## src/rtl/sd_cmd_engine.sv

```systemverilog
// SD-card SPI-mode command sequencer: frames a 6-byte command, polls for R1, optionally
// waits for the start token and streams one data block out on a valid/ready byte port.
module sd_cmd_engine #(
  parameter int unsigned RESP_POLLS  = 8,
  parameter int unsigned TOKEN_POLLS = 1024,
  parameter logic [7:0]  DATA_TOKEN  = 8'hFE,
  parameter int unsigned BLOCK_LEN   = 512
) (
  input  logic        clk,
  input  logic        rst,
  input  logic        cmd_start,
  input  logic [5:0]  cmd_index,
  input  logic [31:0] cmd_arg,
  input  logic [6:0]  cmd_crc,
  input  logic        cmd_has_data,
  output logic        cmd_busy,
  output logic        cmd_done,
  output logic [7:0]  cmd_resp,
  output logic [1:0]  cmd_err,
  output logic [7:0]  data_out,
  output logic        data_valid,
  input  logic        data_ready,
  output logic        spi_req,
  output logic        spi_tx_en,
  output logic [7:0]  spi_data_tx,
  input  logic        spi_busy,
  input  logic [7:0]  spi_data_rx
);

  localparam int unsigned MaxLim =
      (TOKEN_POLLS > BLOCK_LEN) ?
      ((TOKEN_POLLS > RESP_POLLS) ? TOKEN_POLLS : RESP_POLLS) :
      ((BLOCK_LEN > RESP_POLLS) ? BLOCK_LEN : RESP_POLLS);
  localparam int unsigned CW = (MaxLim < 8) ? 3 : $clog2(MaxLim + 1);

  localparam logic [CW-1:0] RespLast  = CW'(RESP_POLLS - 1);
  localparam logic [CW-1:0] TokenLast = CW'(TOKEN_POLLS - 1);
  localparam logic [CW-1:0] BlockLast = CW'(BLOCK_LEN - 1);
  localparam logic [CW-1:0] FrameLast = CW'(5);
  localparam logic [CW-1:0] CrcLast   = CW'(1);
  localparam logic [CW-1:0] CntOne    = CW'(1);

  typedef enum logic [2:0] {
    StIdle, StSend, StPollResp, StWaitToken, StRead, StCrc, StDone
  } state_t;

  // Every non-idle state moves bytes through the same issue / wait-high / wait-low handshake.
  typedef enum logic [1:0] {PhIssue, PhWaitHi, PhWaitLo} phase_t;

  state_t        state_q;
  phase_t        phase_q;
  logic [CW-1:0] cnt_q;
  logic [5:0]    idx_q;
  logic [31:0]   arg_q;
  logic [6:0]    crc_q;
  logic          has_data_q;
  logic [7:0]    frame_byte;

  always_comb begin
    frame_byte = 8'hFF;
    case (cnt_q[2:0])
      3'd0:    frame_byte = {2'b01, idx_q};
      3'd1:    frame_byte = arg_q[31:24];
      3'd2:    frame_byte = arg_q[23:16];
      3'd3:    frame_byte = arg_q[15:8];
      3'd4:    frame_byte = arg_q[7:0];
      3'd5:    frame_byte = {crc_q, 1'b1};
      default: frame_byte = 8'hFF;
    endcase
  end

  always_ff @(posedge clk or posedge rst) begin
    if (rst) begin
      state_q     <= StIdle;
      phase_q     <= PhIssue;
      cnt_q       <= '0;
      idx_q       <= '0;
      arg_q       <= '0;
      crc_q       <= '0;
      has_data_q  <= 1'b0;
      cmd_busy    <= 1'b0;
      cmd_done    <= 1'b0;
      cmd_resp    <= '0;
      cmd_err     <= '0;
      data_out    <= '0;
      data_valid  <= 1'b0;
      spi_req     <= 1'b0;
      spi_tx_en   <= 1'b0;
      spi_data_tx <= '0;
    end else begin
      cmd_done <= 1'b0;
      case (state_q)
        StIdle: begin
          if (cmd_start) begin
            idx_q      <= cmd_index;
            arg_q      <= cmd_arg;
            crc_q      <= cmd_crc;
            has_data_q <= cmd_has_data;
            cmd_busy   <= 1'b1;
            cmd_resp   <= '0;
            cmd_err    <= '0;
            cnt_q      <= '0;
            phase_q    <= PhIssue;
            state_q    <= StSend;
          end
        end
        StDone: state_q <= StIdle;
        default: begin
          unique case (phase_q)
            PhIssue: begin
              if (state_q == StRead && data_valid) begin
                // No skid buffer: the next byte is only fetched once this one is taken.
                if (data_ready) begin
                  data_valid <= 1'b0;
                  if (cnt_q == BlockLast) begin
                    cnt_q   <= '0;
                    state_q <= StCrc;
                  end else begin
                    cnt_q <= cnt_q + CntOne;
                  end
                end
              end else if (!spi_busy) begin
                spi_req <= 1'b1;
                phase_q <= PhWaitHi;
                if (state_q == StSend) begin
                  spi_tx_en   <= 1'b1;
                  spi_data_tx <= frame_byte;
                end else begin
                  spi_tx_en   <= 1'b0;
                  spi_data_tx <= 8'hFF;
                end
              end
            end
            PhWaitHi: begin
              spi_req <= 1'b0;
              if (spi_busy) phase_q <= PhWaitLo;
            end
            PhWaitLo: begin
              if (!spi_busy) begin
                phase_q <= PhIssue;
                case (state_q)
                  StSend: begin
                    if (cnt_q == FrameLast) begin
                      cnt_q   <= '0;
                      state_q <= StPollResp;
                    end else begin
                      cnt_q <= cnt_q + CntOne;
                    end
                  end
                  StPollResp: begin
                    if (!spi_data_rx[7]) begin
                      cmd_resp <= spi_data_rx;
                      cnt_q    <= '0;
                      if (!has_data_q) begin
                        state_q  <= StDone;
                        cmd_done <= 1'b1;
                        cmd_busy <= 1'b0;
                      end else if (spi_data_rx != 8'h00) begin
                        cmd_err  <= 2'b11;
                        state_q  <= StDone;
                        cmd_done <= 1'b1;
                        cmd_busy <= 1'b0;
                      end else begin
                        state_q <= StWaitToken;
                      end
                    end else if (cnt_q == RespLast) begin
                      cmd_err  <= 2'b01;
                      state_q  <= StDone;
                      cmd_done <= 1'b1;
                      cmd_busy <= 1'b0;
                    end else begin
                      cnt_q <= cnt_q + CntOne;
                    end
                  end
                  StWaitToken: begin
                    if (spi_data_rx == DATA_TOKEN) begin
                      cnt_q   <= '0;
                      state_q <= StRead;
                    end else if (cnt_q == TokenLast) begin
                      cmd_err  <= 2'b10;
                      state_q  <= StDone;
                      cmd_done <= 1'b1;
                      cmd_busy <= 1'b0;
                    end else begin
                      cnt_q <= cnt_q + CntOne;
                    end
                  end
                  StRead: begin
                    data_out   <= spi_data_rx;
                    data_valid <= 1'b1;
                  end
                  StCrc: begin
                    if (cnt_q == CrcLast) begin
                      cnt_q    <= '0;
                      state_q  <= StDone;
                      cmd_done <= 1'b1;
                      cmd_busy <= 1'b0;
                    end else begin
                      cnt_q <= cnt_q + CntOne;
                    end
                  end
                  default: state_q <= StIdle;
                endcase
              end
            end
            default: phase_q <= PhIssue;
          endcase
        end
      endcase
    end
  end

endmodule

```

## config.mk

```make
export PLATFORM = sky130hd
export DESIGN_NAME = sd_cmd_engine
export DESIGN_NICKNAME = d
export VERILOG_FILES = /design/src/rtl/sd_cmd_engine.sv
export SDC_FILE = /design/constraint.sdc
export NUM_CORES = 1
export LEC_CHECK = 0
export ABC_AREA = 1
export CORE_ASPECT_RATIO = 1.2
export CORE_MARGIN = 4
export CORE_UTILIZATION = 40
export DETAILED_ROUTE_END_ITERATION = 6
export GPL_TIMING_DRIVEN = 0
export PLACE_DENSITY_LB_ADDON = 0.15
export SETUP_SLACK_MARGIN = 0.1
export SLEW_MARGIN = 40
export SYNTH_ARGS = -nofsm -noshare
export SYNTH_HDL_FRONTEND = slang
export SYNTH_SLANG_ARGS = --single-unit
```

## constraint.sdc

```tcl
create_clock -name clk -period 5.1 [get_ports clk]
set_clock_uncertainty 0.15 [all_clocks]
set_input_delay 1.02 -clock clk [delete_from_list [all_inputs] [get_ports clk]]
set_output_delay 1.02 -clock clk [all_outputs]
set_load 0.01 [all_outputs]
```

==> impl_metrics.py <==
metrics = {
    "floorplan": {
        "die_area_um2": 13500,
        "die_w_um": 107,
        "num_rows": 43,
        "io_pins": 90,
        "die_h_um": 127,
        "core_um2": 11500,
        "start_util_pct": 40.7,
    },
    "global_routing": {
        "met1_usage_pct": 24.2,
        "grt_max_degree": 57,
        "grt_overflow": 0,
        "busiest_layer": "met2",
        "grt_pass1_wl_um": 21200,
        "grt_use_total_pct": 19.4,
        "grt_antenna_before_repair": 0,
        "gr-usage-met2_pct": 34.1,
        "grt_pass1_vias": 4368,
        "grtUsageMet3_pct": 3.72,
    },
    "setup_path": {
        "crit_top_cell": "nand2_1",
        "cp_top_family": "simple AND/OR/NAND/NOR gates",
        "r2r_cells": 11,
        "regToRegSetupSlack_ns": 2.67,
        "r2r_end": "state_q[1]",
        "crit_path_start": "spi_data_rx[7]",
        "crit_type": "in -> reg",
        "crit_fanout": 8,
        "cp.arrival_ns": 2.77,
        "cpPeakStageDelay_ns": 0.56,
        "cp_num_buf_inv": 3,
        "cp-start-kind": "input pin",
        "endpoint_kind": "register",
        "critical_path.slowest_cell": "clkdlybuf4s50_1",
        "cp.required_ns": 5.22,
        "reg2reg_from": "cnt_q[1]",
        "worstPathCellList": "clkdlybuf4s50_1, inv_1, nor2_1, nand3_1, nand2_1, nand2_1, nand2_1, inv_2, nand2_2, nand2_1, nor2_1",
    },
    "layout": {
        "diodes": 0,
        "drive_gt1_share_pct": 5.34,
        "nets": 791,
        "area_delta_synth_final_pct": 30.4,
        "layout_common_cells": "nand2_1 (228), dfrtp_1 (92), clkdlybuf4s50_1 (88)",
        "final_common_cell": "nand2_1",
        "stdcell_count": 888,
    },
    "synth": {
        "ys.flop_type": "dfrtp_1",
        "synth.avg_cell_area_um2": 7.47,
        "synth_edf_count": 0,
        "yosys_register_bits": 92,
        "ys_warn_count": 0,
        "synth.net_count": 691,
        "synth-async-reset-ratio_pct": 100,
        "synthCells": 627,
        "synth_cell_type_count": 33,
        "syn_area_um2": 4680,
        "yosysSeqAreaShare_pct": 49.1,
    },
    "clocking": {
        "cts-root-buf": "clkbuf_16",
        "cts_max_level": 3,
        "cts_resized": 0,
        "cts_buffers": 9,
        "clkSinkCount": 92,
        "cts_buffer_depth": 2,
        "ctsHoldBuffers": 0,
        "clock_latency_ns": 0.33,
        "tritoncts": "built",
        "clk_pin_slew_ns": 0.07,
        "postCtsSetupBuffers": 0,
    },
    "route": {
        "vias": 4421,
        "drtPass1Iterations": 5,
        "wl_per_cell_um": 14.2,
        "drt-initial-drc-count": 266,
        "drc": 0,
        "drt-total-wl_um": 12600,
        "ant_nets": 0,
        "via_per_inst": 4.98,
    },
    "placement": {
        "hpwl_um": 9630,
        "dp_slack_ns": 2.11,
        "portBuffers": 88,
        "gp_congestion": 0.881,
        "place_inst": 873,
    },
    "power": {
        "fin_total_pwr_w": 0.00347,
        "power.density_nw_per_um2": 568,
        "p_leak_nw": 2.98,
        "ir_drop_uv": 219,
    },
    "worst_hold_path": {
        "hold_depth": 2,
        "hp-start": "arg_q[5]",
        "min_path_type": "reg -> reg",
        "min_to": "arg_q[5]",
    },
    "sta": {
        "fin_setup_tns_ns": 0,
        "hold_viol": 0,
        "setup_violations": 0,
        "min_period_ns": 2.65,
        "rsz0062_at_grt": "no",
        "worst_slack_ns": 2.45,
        "hold_ws_ns": 0.323,
        "period_share_pct": 52.0,
        "fmax_mhz": 377,
        "drv_slew": 0,
    },
    "outcome": {
        "status": "complete, no violations",
    },
    "run": {
        "drv_cap": 0,
    },
}
kinds of logic after synthesis:
logic type / Yosys count / synth area share (%)
other: 1 / 0.0801
buffers and inverters: 95 / 8.17
adder cells (fa/ha/maj): 5 / 1.34
flip-flops: 92 / 49.1
AO/OA/AOI/OAI: 85 / 10.5
AND/OR/NAND/NOR: 349 / 30.8
state kept, by name, indices dropped and copies added, names as in the netlist, 2 cells and up:
name and cells:
cnt_q 11, state_q 3, data_out 8, spi_data_tx 8, crc_q 7, phase_q 2, cmd_resp 7, arg_q 32
idx_q 6, cmd_err 2
metal layers:
metal	vias to the layer above	part of all wire, %
li1	2199	-
met4	0	1.9
met1	2064	43
met3	25	5.1
met2	133	50
met5	-	0
metrics by stage:
stage               cell area, um^2  util (%)
floorplan                      4680         -
global placement               5760      50.0
detailed placement             5790      50.3
CTS                            6110      53.1
global route                   6110      53.1
finish                         6110      53.1
worst max-delay path by stage:
stage | to | slack, ns | cells past startpoint
2_1_floorplan | arg_q[0] | 1.54 | 1
3_3_place_gp | arg_q[9] | 0.09 | 2
3_5_place_dp | cnt_q[3] | 2.11 | 12
4_1_cts | cnt_q[3] | 2.46 | 12
5_1_grt | state_q[0] | 2.26 | 10
6_report | cnt_q[3] | 2.45 | 11
synth_stat cells, types with 2 or more instances:
library cell	n	share of area, %
o21ai_0	42	4.5
a21oi_1	16	1.7
a31oi_1	3	0.40
buf_6	2	0.48
nor4_1	4	0.53
inv_1	71	5.7
nand2_2	2	0.27
nand4_1	14	1.9
nand3_1	33	3.5
clkbuf_1	10	0.80
nand2_1	228	18
nor2_2	2	0.27
nor2_4	2	0.48
inv_2	7	0.56
dfrtp_1	92	49
nor2_1	54	4.3
o21ai_1	2	0.21
a32o_1	2	0.43
buf_2	3	0.32
ha_1	5	1.3
buf_4	2	0.32
o31ai_1	8	1.3
o22ai_1	6	0.80
nor3_1	8	0.85
final cells by class:
| type | instances | area [um^2] |
|---|---|---|
| Timing Repair Buffer | 89 | 908 |
| Fill cell | 1189 | 5400 |
| Buffer | 17 | 90.1 |
| Clock inverter | 4 | 73.8 |
| Multi-Input combinational cell | 440 | 2000 |
| Clock buffer | 11 | 243 |
| Inverter | 78 | 298 |
| Tap cell | 157 | 196 |
| Sequential cell | 92 | 2300 |
where the power goes:
part,internal (W),switching [W]
logic,0.000581,0.000939
registers,0.00104,0.000188
clock network,0.000441,0.000278
tightest hold or removal path, delay by kind of cell (launching register included):
kind             cells  cell delay, ns
flip-flops           1            0.34
AND/OR/NAND/NOR      2            0.09
(Power assumes the default switching activity.)
